File: config.mk
export PLATFORM = sky130hd
export DESIGN_NAME = key_step_conditioner
export DESIGN_NICKNAME = d
export VERILOG_FILES = /design/src/rtl/key_step_conditioner.sv
export SDC_FILE = /design/constraint.sdc
export NUM_CORES = 1
export LEC_CHECK = 0
export CAP_MARGIN = 0
export CORE_ASPECT_RATIO = 0.9
export CORE_MARGIN = 1.5
export CORE_UTILIZATION = 40
export DETAILED_ROUTE_END_ITERATION = 10
export GPL_TIMING_DRIVEN = 0
export SYNTH_ARGS = -nofsm -noshare
export SYNTH_HDL_FRONTEND = slang
export SYNTH_SLANG_ARGS = --single-unit
File: constraint.sdc
create_clock -name CLOCK_50 -period 3.5 [get_ports CLOCK_50]
set_input_delay 0.7 -clock CLOCK_50 [delete_from_list [all_inputs] [get_ports CLOCK_50]]
set_output_delay 0.7 -clock CLOCK_50 [all_outputs]
set_load 0.005 [all_outputs]
File: src/rtl/key_step_conditioner.sv
// key_step_conditioner: debounced pushbutton to single-cycle up/down step strobes with auto-repeat
module key_step_conditioner #(
  parameter int DEBOUNCE_CYCLES = 500000,
  parameter int REPEAT_DELAY    = 25000000,
  parameter int REPEAT_PERIOD   = 10000000
) (
  input  logic        CLOCK_50,
  input  logic [1:0]  KEY,
  input  logic [17:0] SW,
  output logic        STEP_UP,
  output logic        STEP_DN,
  output logic        CLEAR,
  output logic [1:0]  LEDG
);
  localparam int MAX_AB = DEBOUNCE_CYCLES > REPEAT_DELAY ? DEBOUNCE_CYCLES : REPEAT_DELAY;
  localparam int MAXP = MAX_AB > REPEAT_PERIOD ? MAX_AB : REPEAT_PERIOD;
  localparam int CW = $clog2(MAXP + 2);
  localparam logic [CW-1:0] DEB_LAST = CW'(DEBOUNCE_CYCLES > 0 ? DEBOUNCE_CYCLES - 1 : 0);
  localparam logic [CW-1:0] DLY_LAST = CW'(REPEAT_DELAY > 0 ? REPEAT_DELAY - 1 : 0);
  localparam logic [CW-1:0] PER_LAST = CW'(REPEAT_PERIOD > 0 ? REPEAT_PERIOD - 1 : 0);
  typedef enum logic [2:0] {IDLE, DEB_PRESS, HELD, REPEAT, DEB_RELEASE} state_t;
  state_t state, state_n;
  logic [CW-1:0] cnt, cnt_n, cnt_inc;
  logic [1:0] key_s, sw_m, sw_s;
  logic clr_m, press, emit;
  logic unused_sw;
  assign unused_sw = ^SW[16:2];
  assign press = key_s[1];
  assign cnt_inc = (cnt == '1) ? cnt : cnt + 1'b1;
  always_comb begin
    state_n = state;
    cnt_n = cnt_inc;
    emit = 1'b0;
    case (state)
      IDLE: begin
        cnt_n = '0;
        if (press) state_n = DEB_PRESS;
      end
      DEB_PRESS:
        if (!press) begin
          state_n = IDLE;
          cnt_n = '0;
        end else if (cnt >= DEB_LAST) begin
          state_n = HELD;
          cnt_n = '0;
          emit = 1'b1;
        end
      HELD:
        // the cycle that first sees the release already counts toward the release debounce
        if (!press) begin
          state_n = DEB_RELEASE;
          cnt_n = CW'(1);
        end else if (REPEAT_DELAY > 0 && cnt >= DLY_LAST) begin
          state_n = REPEAT;
          cnt_n = '0;
          emit = 1'b1;
        end
      REPEAT:
        if (!press) begin
          state_n = DEB_RELEASE;
          cnt_n = CW'(1);
        end else if (cnt >= PER_LAST) begin
          cnt_n = '0;
          emit = 1'b1;
        end
      DEB_RELEASE:
        if (press) begin
          state_n = HELD;
          cnt_n = '0;
        end else if (cnt >= DEB_LAST) begin
          state_n = IDLE;
          cnt_n = '0;
        end
      default: begin
        state_n = IDLE;
        cnt_n = '0;
      end
    endcase
  end
  always_ff @(posedge CLOCK_50) begin
    if (!KEY[1]) begin
      key_s <= '0;
      sw_m <= '0;
      sw_s <= '0;
      clr_m <= 1'b0;
      CLEAR <= 1'b0;
      state <= IDLE;
      cnt <= '0;
      STEP_UP <= 1'b0;
      STEP_DN <= 1'b0;
      LEDG <= '0;
    end else begin
      key_s <= {key_s[0], ~KEY[0]};
      sw_m <= SW[1:0];
      sw_s <= sw_m;
      clr_m <= SW[17];
      CLEAR <= clr_m;
      state <= state_n;
      cnt <= cnt_n;
      STEP_UP <= emit & sw_s[1] & sw_s[0] & ~CLEAR;
      STEP_DN <= emit & sw_s[1] & ~sw_s[0] & ~CLEAR;
      LEDG <= {state_n == REPEAT, state_n inside {HELD, REPEAT, DEB_RELEASE}};
    end
  end
endmodule
==> impl_metrics.yaml <==
floorplanning:
  die_y_um: 72.89
  rows: 25
  core_area_um2: 5255
  num_io_pins: 26
  die_area_um2: 5879
  die_x_um: 80.66
  start_util: 0.4131
final_layout:
  nets: 295
  area_growth_pct: 13.60
  layout_commonest_cell: "dfxtp_1"
  stdcell_count: 341
  layout_common_cells: "dfxtp_1 (40), nor2_1 (36), nand2_1 (19)"
  stdcell_area_um2: 2466
  final_layout_size_suffix_gt1_frac: 0.1204
  antenna_cells: 0
sta:
  maxSlewViolCount: 0
  setup_ws_ns: 0.6412
  max_freq_ghz: 0.3498
  period_share: 0.8168
  post-route-min-period_ns: 2.859
  finalSetupTns_ns: 0
  tightest_slew_ns: 0.9981
  hold_viol_final: 0
  fin_worst_skew_ns: 0.008348
  setup_viol: 0
  maxSlewHeadroom: 0.3285
  rsz0062_at_grt: "no"
clock_tree:
  cts_resized: 0
  htreeDepth: 2
  clock_sinks: 40
  root_buffer: "clkbuf_8"
  clock_latency_ns: 0.30
  ctsHoldBuffers: 0
  postCtsSetupBuffers: 0
  cts_tree: "built"
  clockBufferDepth: 2
  cts_buffers: 5
  path_clk_slew_ns: 0.08
yosys:
  synth_edf_count: 0
  synth_top_family_by_area: "simple AND/OR/NAND/NOR gates"
  synth_fa_ha_area_frac: 0.005764
  synthArstFlopShare: 0
  yosys_warnings: 0
  yosysSeqAreaShare: 0.3689
  syn_avg_cell_area_um2: 8.480
  synth_flop_cell: "dfxtp_1"
  synth-xor-area-share: 0.09625
  syn_inst: 256
  syn_nets: 278
  synth.distinct_cells: 55
  yosys.area_share.simple: 0.3476
  netlist_area_um2: 2171
  ys_ff_latch: 40
  synthMuxAreaShare: 0.004611
  synth_compound_area_frac: 0.1176
routing:
  via_per_inst: 5.413
  dr.pass1.iters: 4
  avgRoutedWirePerCell_um: 13.63
  drt_first_iter_violations: 144
  drt.antenna.violating_nets: 0
  dr_total_vias: 1846
  drc_errors: 0
  routed_wl_um: 4647
critical_path:
  startpoint_type: "flip-flop"
  reg2reg_depth: 8
  crit_path_end_kind: "flip-flop"
  critical_path_required_ns: 3.70
  crit_path_max_fanout: 10
  worstReg2RegEnd: "cnt[7]$_SDFF_PN0_"
  cp-endpoint: "cnt[7]$_SDFF_PN0_"
  rr_startpoint: "cnt[0]$_SDFF_PN0_"
  worst-r2r-setup-slack_ns: 0.64
  max_stage_delay_ns: 0.87
  cp-startpoint: "cnt[0]$_SDFF_PN0_"
  cp.arrival_ns: 3.06
  cp_slowest_cell: "nor4_1"
  path_cells: "ha_1, inv_1, nor4_1, a31oi_1, clkbuf_1, and3_1, xnor2_1, nor2_1"
  path_class: "flip-flop to flip-flop"
placement:
  placed_area_um2: 2355
  place_hpwl_um: 3448
  dp_slack_ns: 0.7058
  port_buffers: 10
  globalplace.congestion: 0.8644
  dpl.cell_count: 333
global_routing:
  grt_pass1_vias: 1665
  grt_antenna_before_repair: 0
  track_usage: 0.1789
  grt_overflow: 0
  grt_max_degree: 14
  grt_pass1_wl_um: 8121
job:
  maxCapViolCount: 0
worst_hold_path:
  holdCritPathClass: "flip-flop to flip-flop"
  whs_path_depth: 1
pwr:
  peakVddDrop_mv: 0.3197
  p_per_area_nw_per_um2: 345.1
  leakagePower_nw: 0.8245
  power_w: 0.0008510
status:
  status: "finished clean"
[worst max-delay path, delay by kind of cell (launching register included)]
kind	cells	cell delay (ns)
and+or+nand+nor	3	1.20
buffers and inverters	2	0.43
DFF	1	0.41
adders and majority gates	1	0.37
AOI/OAI and AO/OA	1	0.22
xor gates and xnor gates	1	0.14
[worst min-delay path by stage]
stage	start	endpoint
floorplan	sw_s[0]$_SDFF_PN0_	STEP_DN$_SDFF_PN0_
global placement	sw_s[0]$_SDFF_PN0_	STEP_DN$_SDFF_PN0_
detailed placement	sw_m[1]$_SDFF_PN0_	sw_s[1]$_SDFF_PN0_
CTS	sw_s[0]$_SDFF_PN0_	STEP_DN$_SDFF_PN0_
global route	sw_s[0]$_SDFF_PN0_	STEP_DN$_SDFF_PN0_
finish	sw_s[0]$_SDFF_PN0_	STEP_DN$_SDFF_PN0_
[sequential cells by signal, summed over array words and instances, names as in the netlist]
signal	cells
STEP_DN	1
CLEAR	1
LEDG	2
sw_s	2
clr_m	1
cnt	25
sw_m	2
key_s	2
state	3
STEP_UP	1
[metal layers]
metal  GRT usage  share of wire
met5           0              0
met4     0.05747          0.013
met3     0.03750          0.026
met2      0.2568           0.43
met1      0.2653           0.53
[stage by stage]
stage | utilization | hold WS [ns]
final | 0.4693 | 0.4260
after global routing | 0.4693 | 0.4495
after detailed placement | 0.4481 | 0.4202
after floorplan | - | 0.3977
after global placement | 0.4481 | 0.4061
after CTS | 0.4693 | 0.4376
[cells by family after synthesis]
group	after synthesis
compound gates	34
xor+xnor	23
fa+ha+maj	1
buf+inv	19
flops	40
mux	1
simple gates	138
[final cells by class]
class / instances / area (um2)
fill: 540 / 2789
multi-input combinational: 197 / 1241
sequential: 40 / 800.8
buffer: 16 / 117.6
timing repair buffer: 10 / 100.1
tap: 67 / 83.83
clock buffer: 5 / 68.82
clock inverter: 3 / 42.54
inverter: 3 / 11.26
[Yosys cell counts, types with 4 or more instances]
master   number  area share
dfxtp_1      40        0.37
xor2_1       16       0.065
and3_1        5       0.014
nor2b_1       4       0.012
or4_1         5       0.017
and2_1        7       0.020
xnor2_1       6       0.024
nand4_1      10       0.029
buf_4         4       0.014
a21oi_1       4      0.0092
nand2_1      19       0.033
nor4_1        5       0.014
buf_6         5       0.026
a31oi_1       5       0.014
nand3_1      18       0.042
nor2_1       36       0.062
and4_1        4       0.016
nor3_1        6       0.014
[power by group]
group          leakage [nW]  switching, W  total [W]  internal [W]
Combinational         0.447    0.00000615  0.0000159    0.00000973
Clock                0.0541      0.000162   0.000373      0.000211
Sequential            0.324    0.00000251   0.000462      0.000459
No activity file was read; power rests on OpenSTA's default activity.
